File: src/rtl/fetch_pkg.sv
// ---------------------------------------------------------------------------
// fetch_pkg
// Shared definitions for the instruction-fetch slice.
//   fetch_state_t : controller FSM states
//                   REQ   - free to issue a request
//                   WAIT  - one request outstanding, response will be kept
//                   DRAIN - one request outstanding, response will be dropped
//   INSTR_BYTES   : sequential PC increment
//   NOP_INSTR     : canonical bubble (addi x0,x0,0) for downstream stages
// ---------------------------------------------------------------------------
package fetch_pkg;

   typedef enum logic [1:0] {
      REQ   = 2'd0,
      WAIT  = 2'd1,
      DRAIN = 2'd2
   } fetch_state_t;

   localparam int INSTR_BYTES = 4;

   localparam logic [31:0] NOP_INSTR = 32'h0000_0013;

endpackage

File: src/rtl/fetch_buffer.sv
// ---------------------------------------------------------------------------
// fetch_buffer
// Small synchronous FIFO holding fetched {pc, instr} pairs between the fetch
// controller and decode. DEPTH must be a power of two (>= 2) so that the
// read/write pointers can simply wrap at their natural width.
//
// Ports:
//   clk        in   clock, rising edge
//   reset      in   asynchronous, active-low reset
//   flush      in   empties the buffer; wins over push/pop in the same cycle
//   push       in   write {push_pc, push_instr} at the tail
//   push_pc    in   PC of the entry being written
//   push_instr in   instruction of the entry being written
//   pop        in   drop the head entry
//   count      out  number of valid entries (0..DEPTH)
//   head_pc    out  PC of the head entry
//   head_instr out  instruction of the head entry
// ---------------------------------------------------------------------------
module fetch_buffer #(
   parameter int ADDR_W  = 64,
   parameter int INSTR_W = 32,
   parameter int DEPTH   = 2
) (
   input  logic                     clk,
   input  logic                     reset,
   input  logic                     flush,
   input  logic                     push,
   input  logic [ADDR_W-1:0]        push_pc,
   input  logic [INSTR_W-1:0]       push_instr,
   input  logic                     pop,
   output logic [$clog2(DEPTH):0]   count,
   output logic [ADDR_W-1:0]        head_pc,
   output logic [INSTR_W-1:0]       head_instr
);

   localparam int PTR_W = $clog2(DEPTH);
   localparam int CNT_W = PTR_W + 1;

   logic [ADDR_W-1:0]  pc_mem    [DEPTH];
   logic [INSTR_W-1:0] instr_mem [DEPTH];
   logic [PTR_W-1:0]   wr_ptr;
   logic [PTR_W-1:0]   rd_ptr;
   logic               is_empty;
   logic               is_full;
   logic               pop_ok;
   logic               push_ok;

   // Guard the FIFO against misuse by the caller: a pop of an empty buffer
   // is ignored, and a push into a full buffer only lands if the head is
   // leaving in the same cycle. Flush suppresses both.
   assign is_empty = (count == '0);
   assign is_full  = (count == CNT_W'(DEPTH));
   assign pop_ok   = pop && !is_empty && !flush;
   assign push_ok  = push && (!is_full || pop_ok) && !flush;

   // Pointer and occupancy bookkeeping. Pointers are exactly log2(DEPTH)
   // bits wide so incrementing past the last slot wraps back to slot 0.
   // A simultaneous push and pop moves both pointers but leaves count alone.
   always_ff @(posedge clk or negedge reset) begin
      if (!reset) begin
         wr_ptr <= '0;
         rd_ptr <= '0;
         count  <= '0;
      end else if (flush) begin
         wr_ptr <= '0;
         rd_ptr <= '0;
         count  <= '0;
      end else begin
         if (push_ok) begin
            wr_ptr <= wr_ptr + 1'b1;
         end
         if (pop_ok) begin
            rd_ptr <= rd_ptr + 1'b1;
         end
         case ({push_ok, pop_ok})
            2'b10:   count <= count + 1'b1;
            2'b01:   count <= count - 1'b1;
            default: count <= count;
         endcase
      end
   end

   // Entry storage. No reset is needed here: an entry is only ever observed
   // once count says it was written.
   always_ff @(posedge clk) begin
      if (push_ok) begin
         pc_mem[wr_ptr]    <= push_pc;
         instr_mem[wr_ptr] <= push_instr;
      end
   end

   assign head_pc    = pc_mem[rd_ptr];
   assign head_instr = instr_mem[rd_ptr];

endmodule

File: src/rtl/instr_fetch_ctrl.sv
// ---------------------------------------------------------------------------
// instr_fetch_ctrl
// Fetch-side controller. Reads the current PC from the program counter,
// issues at most one instruction-memory request at a time, buffers returned
// {pc, instr} pairs for IF/ID, and steers the program counter (advance on an
// accepted request, jump on a redirect, hold otherwise).
//
// Ports:
//   clk            in   clock, rising edge
//   reset          in   asynchronous, active-low reset
//   pc_in          in   current PC from the program counter
//   pc_next        out  next-PC value for the program counter
//   stall          out  1 = program counter holds its value
//   hazard_stall   in   load-use stall; blocks new requests only
//   redirect_valid in   taken branch/jump from EX
//   redirect_pc    in   redirect target
//   imem_req_valid out  request valid
//   imem_req_ready in   memory accepts the request
//   imem_req_addr  out  request address (always pc_in)
//   imem_rsp_valid in   response valid (no backpressure)
//   imem_rsp_data  in   fetched instruction
//   id_valid       out  buffer head valid
//   id_ready       in   decode consumes the head
//   id_instr       out  head instruction
//   id_pc          out  head PC
// ---------------------------------------------------------------------------
module instr_fetch_ctrl
   import fetch_pkg::*;
#(
   parameter int ADDR_W    = 64,
   parameter int INSTR_W   = 32,
   parameter int BUF_DEPTH = 2
) (
   input  logic                clk,
   input  logic                reset,
   input  logic [ADDR_W-1:0]   pc_in,
   output logic [ADDR_W-1:0]   pc_next,
   output logic                stall,
   input  logic                hazard_stall,
   input  logic                redirect_valid,
   input  logic [ADDR_W-1:0]   redirect_pc,
   output logic                imem_req_valid,
   input  logic                imem_req_ready,
   output logic [ADDR_W-1:0]   imem_req_addr,
   input  logic                imem_rsp_valid,
   input  logic [INSTR_W-1:0]  imem_rsp_data,
   output logic                id_valid,
   input  logic                id_ready,
   output logic [INSTR_W-1:0]  id_instr,
   output logic [ADDR_W-1:0]   id_pc
);

   localparam int CNT_W = $clog2(BUF_DEPTH) + 1;

   fetch_state_t       state;
   logic [ADDR_W-1:0]  req_pc;
   logic [CNT_W-1:0]   buf_count;
   logic               in_flight;
   logic [CNT_W-1:0]   occupancy;
   logic               has_room;
   logic               req_fire;
   logic               buf_push;
   logic               buf_pop;

   // A request already in flight will land in the buffer, so it has to be
   // counted against free space before another one is allowed out. CNT_W
   // holds BUF_DEPTH+1 because BUF_DEPTH is a power of two.
   assign in_flight = (state != REQ);
   assign occupancy = buf_count + {{(CNT_W-1){1'b0}}, in_flight};
   assign has_room  = (occupancy < CNT_W'(BUF_DEPTH));

   // Request channel. The reset term keeps the memory from seeing a request
   // while the controller is held in reset. Once raised, the request only
   // drops on redirect, hazard_stall or reset; pc_in is frozen by stall, so
   // the address stays stable until accepted.
   assign imem_req_valid = reset && (state == REQ) && !redirect_valid
                           && !hazard_stall && has_room;
   assign imem_req_addr  = pc_in;
   assign req_fire       = imem_req_valid && imem_req_ready;

   // Program counter steering: the PC only moves when a request has been
   // accepted (sequential +4, wrapping at 2^ADDR_W) or on a redirect.
   assign stall   = !(redirect_valid || req_fire);
   assign pc_next = redirect_valid ? redirect_pc
                                   : pc_in + ADDR_W'(INSTR_BYTES);

   // Buffer traffic. A redirect flushes the buffer and discards anything
   // that would have entered or left it in the same cycle. Responses seen in
   // REQ (e.g. stale ones from before a reset) or DRAIN never get pushed.
   assign buf_push = (state == WAIT) && imem_rsp_valid && !redirect_valid;
   assign buf_pop  = id_valid && id_ready && !redirect_valid;

   // Controller FSM plus the PC latch for the outstanding request. A
   // response always closes the outstanding request, even in a redirect
   // cycle, which is why the response checks come before the redirect check
   // in WAIT. DRAIN ignores redirect entirely: its outstanding response is
   // already marked for discard, and it must still return to REQ when that
   // response arrives or fetch would deadlock.
   always_ff @(posedge clk or negedge reset) begin
      if (!reset) begin
         state  <= REQ;
         req_pc <= '0;
      end else begin
         if (req_fire) begin
            req_pc <= pc_in;
         end
         case (state)
            REQ: begin
               if (req_fire) begin
                  state <= WAIT;
               end
            end
            WAIT: begin
               if (imem_rsp_valid) begin
                  state <= REQ;
               end else if (redirect_valid) begin
                  state <= DRAIN;
               end
            end
            DRAIN: begin
               if (imem_rsp_valid) begin
                  state <= REQ;
               end
            end
            default: begin
               state <= REQ;
            end
         endcase
      end
   end

   fetch_buffer #(
      .ADDR_W  (ADDR_W),
      .INSTR_W (INSTR_W),
      .DEPTH   (BUF_DEPTH)
   ) u_fetch_buffer (
      .clk        (clk),
      .reset      (reset),
      .flush      (redirect_valid),
      .push       (buf_push),
      .push_pc    (req_pc),
      .push_instr (imem_rsp_data),
      .pop        (buf_pop),
      .count      (buf_count),
      .head_pc    (id_pc),
      .head_instr (id_instr)
   );

   assign id_valid = (buf_count != '0);

endmodule
File: config.mk
export PLATFORM = sky130hd
export DESIGN_NAME = instr_fetch_ctrl
export DESIGN_NICKNAME = d
export VERILOG_FILES = /design/src/rtl/fetch_pkg.sv /design/src/rtl/fetch_buffer.sv /design/src/rtl/instr_fetch_ctrl.sv
export SDC_FILE = /design/constraint.sdc
export NUM_CORES = 1
export LEC_CHECK = 0
export BUFFER_PORTS_ARGS = -buffer_cell sky130_fd_sc_hd__buf_2
export CAP_MARGIN = 20
export CORE_MARGIN = 2
export CORE_UTILIZATION = 45
export CTS_CLUSTER_DIAMETER = 50
export DETAILED_ROUTE_END_ITERATION = 8
export PLACE_DENSITY = 0.76
export SKIP_LAST_GASP = 1
export SLEW_MARGIN = 20
export SYNTH_ARGS = -nofsm -noshare
export SYNTH_HDL_FRONTEND = slang
export SYNTH_SLANG_ARGS = --single-unit
File: constraint.sdc
create_clock -name clk -period 12.1 [get_ports clk]
set_input_delay 0.605 -clock clk [delete_from_list [all_inputs] [get_ports clk]]
set_output_delay 0.605 -clock clk [all_outputs]
set_load 0.01 [all_outputs]
==> impl_metrics.csv, run 1 <==
group,metric,value,unit
grt,grt_pass1_vias,8395,
clock_network,post_cts_resized,0,
floorplanning,coreArea,0.0268,mm²
floorplanning,rows,60,
placed_design,dp_hpwl,22200,µm
routing,vias,8613,
clock_network,clock_path_buffers,3,
clock_network,cts.sinks,262,
synthesis,synth_flop_cell,"edfxtp_1",
timing,finClkSkew,16.7,ps
clock_network,clk_latency,510,ps
cells_and_area,nets,1393,
synthesis,ys_seq_area_frac,0.614,
synthesis,synth_edf_count,192,
synthesis,yosys-top-cells-area,"edfxtp_1 (47%), mux2_2 (15%), dfrtp_1 (14%), buf_4 (3.9%), xnor2_1 (2.3%)",
synthesis,ys_ff_latch,262,
routing,ant_nets,0,
cells_and_area,syn_to_final_growth,24.5,%
floorplanning,initial_core_util,0.457,
synthesis,synth.avg_cell_area,13.6,µm²
clock_network,clock-root-buffer,"clkbuf_16",
routing,wl_per_cell,20.1,µm
grt,grt_max_degree,67,
timing,timing.fmax,239,MHz
clock_network,cts_tree,"built",
timing,timing.final.crit_period,4180,ps
timing,slew_violations,0,
timing,layout_setup_ws,7920,ps
timing,worst_pin_slew,986,ps
timing,fin_crit_sh,0.345,
synthesis,synth_nets,1067,
synthesis,async_flop_share,0.267,
routing,via_per_inst,5.40,
timing,hold_viol_final,0,
grt,grt.total_usage,0.218,
placed_design,routabilityCongestion,0.831,
placed_design,post-place-ws,7880,ps
flow_run,drv_cap,0,
clock_network,cts_hold_buf,0,
routing,drt-total-wl,32100,µm
critical_path,arrival,3570,ps
grt,grt_first_pass_wirelength,47400,µm
synthesis,postSynthCellCount,899,
synthesis,synth_warnings,0,
synthesis,synth_top_area_frac,0.471,
clock_network,cts_setup_buffers,0,
critical_path,cp-start-kind,"input pin",
critical_path,cp-end-kind,"output port",
placed_design,io_buffers,393,
cells_and_area,drive_gt1_frac,0.512,
routing,drt_first_iter_violations,426,
floorplanning,dieHeight,169,µm
clock_network,ctsHtreeMaxLevel,2,
routing,drc_errors,0,
critical_path,worstPathMaxFanout,9,
grt,grt_overflow,0,
clock_network,clk_pin_slew,60,ps
min_path,hold_path.class,"input pin to asynchronous set/reset pin",
power_and_ir_drop,p_per_area,156,mW/mm²
clock_network,numCtsBuffers,35,
floorplanning,die-area,0.0285,mm²
timing,rsz0062_at_grt,"no",
critical_path,crit_type,"input pin to output port",
routing,dr.pass1.iters,5,
floorplanning,io_pins,394,
grt,antenna_found_initial,3,
timing,slew_headroom,0.336,
timing,setup_viol,0,
power_and_ir_drop,power.leakage,6.02,nW
synthesis,ys_types,47,
floorplanning,die_x,169,µm
run_status,outcome,"complete, no violations",
power_and_ir_drop,peakVddDrop,0.132,mV
synthesis,syn-cell-area,0.0122,mm²
critical_path,cp.required,11490,ps
timing,setup_tns,0,ps
synthesis,synth_area_leader_cell,"edfxtp_1",
-- worst max-delay path: stages --
cell and delay, ps:
buf_2 220, ha_1 300, inv_1 120, nor4_1 730, nand3_1 590, or4_1 640
a31oi_1 200, buf_2 160
-- worst paths after layout --
path | slack [ps] | cells after the start | start | to
setup / recovery | 7920 | 8 | pc_in[2] | pc_next[52]
hold reg to reg | 460 | 0 | req_pc[48] | u_fetch_buffer.pc_mem[0][48]
setup reg to reg | 9100 | 4 | state[1] | req_pc[30]
min in group clk | 290 | 1 | imem_rsp_data[19] | u_fetch_buffer.instr_mem[1][19]
max in group asynchronous | 11040 | 2 | reset | u_fetch_buffer.rd_ptr
hold / removal | 60 | 1 | reset | req_pc[25]
-- placed cells by master (no fill, tap or decap), types with 4 or more instances in the layout --
cell       instances
nor3_1            14
bufinv_16          4
clkbuf_1           4
edfxtp_1         192
or4_1             11
nand2_1           72
a21oi_1            4
nor4_1            23
inv_1              6
buf_4              9
nor2_1            22
and3_1             9
and4_1             6
clkbuf_16         36
o21ai_0           49
dfrtp_1           69
nand3_1           23
xnor2_1           32
clkinv_8           4
o31ai_1            4
mux2_2           166
inv_6              6
nand4_1           25
xor2_1            18
a31oi_1            4
buf_2            391
-- report_power, final --
group	leakage, nW	internal, mW	switching [mW]	total, mW
logic	2.83	0.103	0.110	0.213
clock network	0.601	0.665	0.401	1.07
registers	2.59	1.05	0.0412	1.10
total	6.02	1.82	0.552	2.37
-- metal layers --
metal | GRT usage | wire length, µm
met3 | 0.0381 | 2020
met2 | 0.379 | 16000
met4 | 0.0690 | 736
met5 | 0 | 7
met1 | 0.278 | 13400
-- flip-flops by register name, indices dropped and copies added (netlist names) --
register and count:
u_fetch_buffer.count 2, req_pc 64, u_fetch_buffer.rd_ptr 1, u_fetch_buffer.pc_mem 128
u_fetch_buffer.wr_ptr 1, u_fetch_buffer.instr_mem 64, state 2
-- through the flow --
step | hold WS, ps | power (mW) | std cells | cell area, µm² | utilization
after floorplan | 309 | 1.23 | 899 | 12200 | -
after global placement | 442 | 1.31 | 1529 | 14000 | 0.522
after detailed placement | 450 | 1.33 | 1529 | 14000 | 0.522
after CTS | 65.9 | 2.40 | 1593 | 15200 | 0.568
after global routing | 68.5 | 2.46 | 1595 | 15200 | 0.569
final | 64.2 | 2.37 | 1595 | 15200 | 0.569
-- logic make-up after synthesis --
group / Yosys count / synth area share
AO/OA/AOI/OAI: 74 / 0.0352
XOR/XNOR: 50 / 0.0358
adder cells (fa/ha/maj): 1 / 0.00102
buffers and inverters: 117 / 0.0607
flip-flops: 262 / 0.614
multiplexers: 166 / 0.153
AND/OR/NAND/NOR: 229 / 0.100
-- cells in the mapped netlist, drive strengths merged, types with 2 or more instances --
master    n
a21oi     4
a221o     2
a22oi     2
a311oi    2
a31oi     4
and2      2
and3      9
and4      8
buf      71
clkbuf   39
dfrtp    70
edfxtp  192
inv       6
mux2    166
nand2    73
nand2b    3
nand3    23
nand4    27
nor2     22
nor2b     2
nor3     15
nor4     23
o21a      2
o21ai    49
o31a      2
o31ai     4
or2       2
or3       2
or4      16
xnor2    32
xor2     18
-- area by class of cell --
cell class | count | area, µm²
Multi-Input combinational cell | 520 | 4000
Sequential cell | 262 | 7520
Inverter | 6 | 22.5
Timing Repair Buffer | 400 | 2020
Clock buffer | 43 | 957
Clock inverter | 21 | 287
Antenna cell | 2 | 5.00
Tap cell | 341 | 427
Fill cell | 2199 | 11600
No activity file was read; power rests on OpenSTA's default activity.
==> run 2: changes to the inputs <==
clock period = 3.9 ns   (was 12.1 ns; I/O delays follow)
==> run 2 against run 1 <==
Effect of this change: final cell count increased by 2.9%; critical path depth is 1 higher; non-clock buffer count rose by 48; sequential share of layout area decreased by 1.7 points; highest routed layer is now met4.
==> impl_metrics.csv, run 2 (same netlist as run 1, synthesis figures left out) <==
group,metric,value,unit
critical_path,arrival,3330,ps
floorplanning,die-area,0.0285,mm²
critical_path,cp-start-kind,"input pin",
floorplanning,dieHeight,169,µm
floorplanning,die_x,169,µm
cells_and_area,multi_input_area,0.00401,mm²
clock_network,clock-root-buffer,"clkbuf_16",
grt,grt_pass1_vias,8629,
cells_and_area,drive_gt1_frac,0.499,
grt,grt.total_usage,0.228,
flow_run,drv_cap,0,
clock_network,clk_pin_slew,60,ps
cells_and_area,largest_reg_flops,128,
cells_and_area,syn_to_final_growth,28.9,%
run_status,outcome,"complete, no violations",
routing,ant_nets,0,
cells_and_area,top_register,"u_fetch_buffer.pc_mem",
clock_network,clk_latency,500,ps
clock_network,clock_path_buffers,3,
min_path,hp-start,"pc_in[28]",
power_and_ir_drop,peakVddDrop,0.330,mV
routing,met3_length,2030,µm
timing,fin_crit_sh,0.903,
placed_design,routabilityCongestion,0.807,
timing,worst_pin_slew,979,ps
routing,top_layer,"met4",
cells_and_area,layout_commonest_cell,"buf_2",
clock_network,numCtsBuffers,35,
grt,grt_overflow,0,
routing,routed-wl-met2,16700,µm
timing,slew_headroom,0.347,
grt,antenna_found_initial,2,
cells_and_area,final_cell_mix,"buf_2 (391), edfxtp_1 (192), mux2_2 (166)",
clock_network,post_cts_resized,0,
critical_path,cp.required,3700,ps
cells_and_area,nets,1441,
floorplanning,rows,60,
floorplanning,coreArea,0.0268,mm²
critical_path,regToRegStartpoint,"state[1]",
routing,via_per_inst,5.35,
routing,wl_per_cell,20.4,µm
clock_network,ctsHtreeMaxLevel,2,
critical_path,crit_type,"input pin to output port",
grt,grt_max_degree,97,
routing,dr.pass1.iters,5,
routing,drc_errors,0,
clock_network,cts_hold_buf,42,
timing,timing.final.crit_period,3520,ps
clock_network,cts.sinks,262,
placed_design,dp_hpwl,22200,µm
power_and_ir_drop,p_per_area,476,mW/mm²
timing,rsz0062_at_grt,"no",
cells_and_area,top_regs,"u_fetch_buffer.pc_mem (128), req_pc (64), u_fetch_buffer.instr_mem (64)",
timing,slew_violations,0,
clock_network,cts_setup_buffers,0,
floorplanning,initial_core_util,0.457,
routing,vias,8787,
placed_design,io_buffers,393,
clock_network,cts_tree,"built",
routing,drt_first_iter_violations,518,
timing,hold_viol_final,0,
timing,setup_viol,0,
routing,drt-total-wl,33400,µm
timing,timing.fmax,284,MHz
cells_and_area,regArea,0.00752,mm²
timing,setup_tns,0,ps
min_path,hold_path.class,"input pin to flip-flop",
cells_and_area,fill_cells,2145,
timing,finClkSkew,12.2,ps
floorplanning,io_pins,394,
critical_path,cp-end-kind,"output port",
critical_path,worstPathMaxFanout,19,
power_and_ir_drop,power.leakage,6.26,nW
critical_path,crit_path_start,"pc_in[17]",
power_and_ir_drop,p_total,7.51,mW
grt,grt_first_pass_wirelength,49600,µm
routing,drt-met1-wl,13900,µm
[run 2: area by class of cell]
type                       instances  area share
multi-input combinational        520       0.254
antenna                            2    0.000317
clock inverter                    19      0.0180
tap                              341      0.0270
clock buffer                      44      0.0629
timing repair buffer             448       0.159
inverter                           6     0.00143
sequential                       262       0.477
[run 2: per-layer routing]
layer | vias to the layer above | GRT usage
met4 | 0 | 0.0667
met3 | 53 | 0.0414
met5 | - | 0
met2 | 360 | 0.398
met1 | 4311 | 0.291
li1 | 4063 | -
[run 2: per-stage QoR]
stage          hold slack [ps]  cells  cell area (µm²)   util  worst slack [ps]
6_report                  24.5   1642            15800  0.589               378
4_1_cts                   5.05   1640            15800  0.588               423
5_1_grt                   11.4   1642            15800  0.589               312
2_1_floorplan             -101    899            12300      -              99.2
3_5_place_dp               387   1535            14100  0.525               924
3_3_place_gp               383   1535            14100  0.525               931
[run 2: critical path, cell delays in order]
cell and delay [ps]:
dlygate4sd3_1 530, buf_2 150, nand4_1 100, buf_4 180, or4_1 860, or4_4 660
or4_1 410, nand3_1 90, buf_2 130
[run 2: path summary, 6_finish.rpt]
path	endpoint	slack, ps	cells after the start
worst max-delay path	pc_next[60]	380	9
worst min-delay path	req_pc[28]	20	2
worst max register to register	req_pc[20]	1250	5
worst min register to register	u_fetch_buffer.pc_mem[1][4]	460	0
max in group asynchronous	u_fetch_buffer.rd_ptr	2550	4
min in group asynchronous	req_pc[28]	390	3
[run 2: where the power goes]
part | switching [mW] | internal, mW
sequential | 0.128 | 3.27
clock | 1.23 | 2.17
combinational | 0.355 | 0.350
total | 1.71 | 5.80
==> run 3: changes to the inputs <==
==> constraint.sdc (replaced) <==
create_clock -name clk -period 3.9 [get_ports clk]
set_input_delay 0.195 -clock clk [delete_from_list [all_inputs] [get_ports clk]]
set_output_delay 0.195 -clock clk [all_outputs]
set_load 0.05 [all_outputs]
==> run 3 against run 2 <==
Effect of this change: sequential share of layout area fell by 0.16 points; maximum frequency fell by 5.5%; core utilization rose by 0.20 points; critical path type unchanged; highest routed layer unchanged.
==> impl_metrics.csv, run 3 (same netlist as run 1, synthesis figures left out) <==
group,metric,value,unit
cells_and_area,fill_cells,2073,
clock_network,clk_latency,550,ps
critical_path,cp_slowest_cell,"or4_1",
cells_and_area,largest_reg_flops,128,
routing,drt_first_iter_violations,654,
critical_path,crit_family,"simple AND/OR/NAND/NOR gates",
cells_and_area,top_regs,"u_fetch_buffer.pc_mem (128), req_pc (64), u_fetch_buffer.instr_mem (64)",
critical_path,worstPathMaxFanout,19,
clock_network,cts_tree,"built",
placed_design,post-place-ws,793,ps
timing,hold_viol_final,0,
timing,finClkSkew,17.7,ps
min_path,hold_path.class,"input pin to flip-flop",
timing,timing.fmax,268,MHz
grt,grt_pass1_vias,8611,
floorplanning,dieHeight,169,µm
timing,slew_violations,0,
timing,setup_tns,0,ps
critical_path,cp-start-kind,"input pin",
routing,dr.pass1.iters,5,
placed_design,placed_area,0.0141,mm²
placed_design,dp_hpwl,22200,µm
cells_and_area,nets,1475,
power_and_ir_drop,peakVddDrop,0.359,mV
clock_network,cts.sinks,262,
cells_and_area,final_cell_mix,"buf_2 (391), edfxtp_1 (192), mux2_2 (166)",
placed_design,io_buffers,393,
clock_network,clock_path_buffers,3,
clock_network,ctsHtreeMaxLevel,1,
critical_path,arrival,3530,ps
clock_network,clock-root-buffer,"clkbuf_16",
floorplanning,die_x,169,µm
critical_path,cp-end-kind,"output port",
timing,timing.final.crit_period,3730,ps
placed_design,routabilityCongestion,0.795,
floorplanning,initial_core_util,0.457,
cells_and_area,fin_area,0.0158,mm²
cells_and_area,layout_commonest_cell,"buf_2",
power_and_ir_drop,power.leakage,6.26,nW
timing,rsz0062_at_grt,"no",
critical_path,crit_chain,"dlygate4sd3_1 > buf_2 > nand4_1 > buf_4 > or4_1 > or4_4 > or4_1 > nand3_1 > buf_2",
clock_network,cts_hold_buf,77,
run_status,outcome,"complete, no violations",
cells_and_area,regArea,0.00752,mm²
timing,setup_viol,0,
routing,via_per_inst,5.33,
critical_path,crit_type,"input pin to output port",
timing,fin_crit_sh,0.956,
cells_and_area,drive_gt1_frac,0.477,
routing,ant_nets,0,
power_and_ir_drop,p_total,7.15,mW
timing,worst_pin_slew,989,ps
routing,drt-total-wl,33600,µm
grt,grt.total_usage,0.226,
floorplanning,io_pins,394,
flow_run,drv_cap,0,
critical_path,path_buf_inv,4,
cells_and_area,top_register,"u_fetch_buffer.pc_mem",
clock_network,clk_pin_slew,60,ps
critical_path,max_stage_delay,840,ps
floorplanning,coreArea,0.0268,mm²
floorplanning,rows,60,
timing,slew_headroom,0.341,
power_and_ir_drop,p_per_area,452,mW/mm²
routing,wl_per_cell,20.1,µm
cells_and_area,multi_input_area,0.00401,mm²
timing,layout_setup_ws,173,ps
clock_network,numCtsBuffers,31,
clock_network,cts_setup_buffers,0,
grt,grt_first_pass_wirelength,49400,µm
grt,grt_max_degree,75,
grt,grt_overflow,0,
cells_and_area,syn_to_final_growth,29.3,%
routing,drc_errors,0,
clock_network,post_cts_resized,0,
floorplanning,die-area,0.0285,mm²
critical_path,cp.required,3700,ps
grt,antenna_found_initial,1,
routing,vias,8929,
## run 3: path summary, 6_finish.rpt
kind                            start                           end  slack (ps)  depth (start not counted)
setup / recovery            pc_in[17]                   pc_next[60]         170                          9
setup reg to reg             state[1]                    req_pc[20]        1220                          5
hold reg to reg            req_pc[36]  u_fetch_buffer.pc_mem[1][36]         450                          0
hold / removal               pc_in[6]                     req_pc[6]          30                          2
min in group asynchronous       reset                    req_pc[26]         310                          3
max in group asynchronous       reset         u_fetch_buffer.rd_ptr        2620                          4
## run 3: layout make-up
type | instances | area share
Antenna cell | 1 | 0.000158
Multi-Input combinational cell | 520 | 0.253
Sequential cell | 262 | 0.475
Inverter | 6 | 0.00142
Tap cell | 341 | 0.0270
Clock buffer | 38 | 0.0513
Timing Repair Buffer | 486 | 0.182
Clock inverter | 20 | 0.0100
## run 3: per-stage QoR
stage               instances  hold WS (ps)  utilization
detailed placement       1538           378        0.525
floorplan                 899          -101            -
global placement         1538           378        0.525
CTS                      1673          1.19        0.590
global route             1674          14.4        0.591
finish                   1674          29.8        0.591
## run 3: routing by layer
metal  track usage  share of wire  vias up
li1              -              -     4138
met1         0.281           0.41     4348
met2         0.407           0.50      383
met3        0.0404          0.064       60
met4        0.0581          0.024        0
met5             0              0        -
## run 3: worst register-to-register path: stages, from the launching register on
cell and delay, ps:
dfrtp_1 410, or4b_2 670, nor3_1 510, nand2_4 60
buf_4 410, mux2_2 490
## run 3: report_power, final
group	switching (mW)	total [mW]	internal, mW
clock network	1.14	2.70	1.56
registers	0.126	3.40	3.27
logic	0.680	1.05	0.375
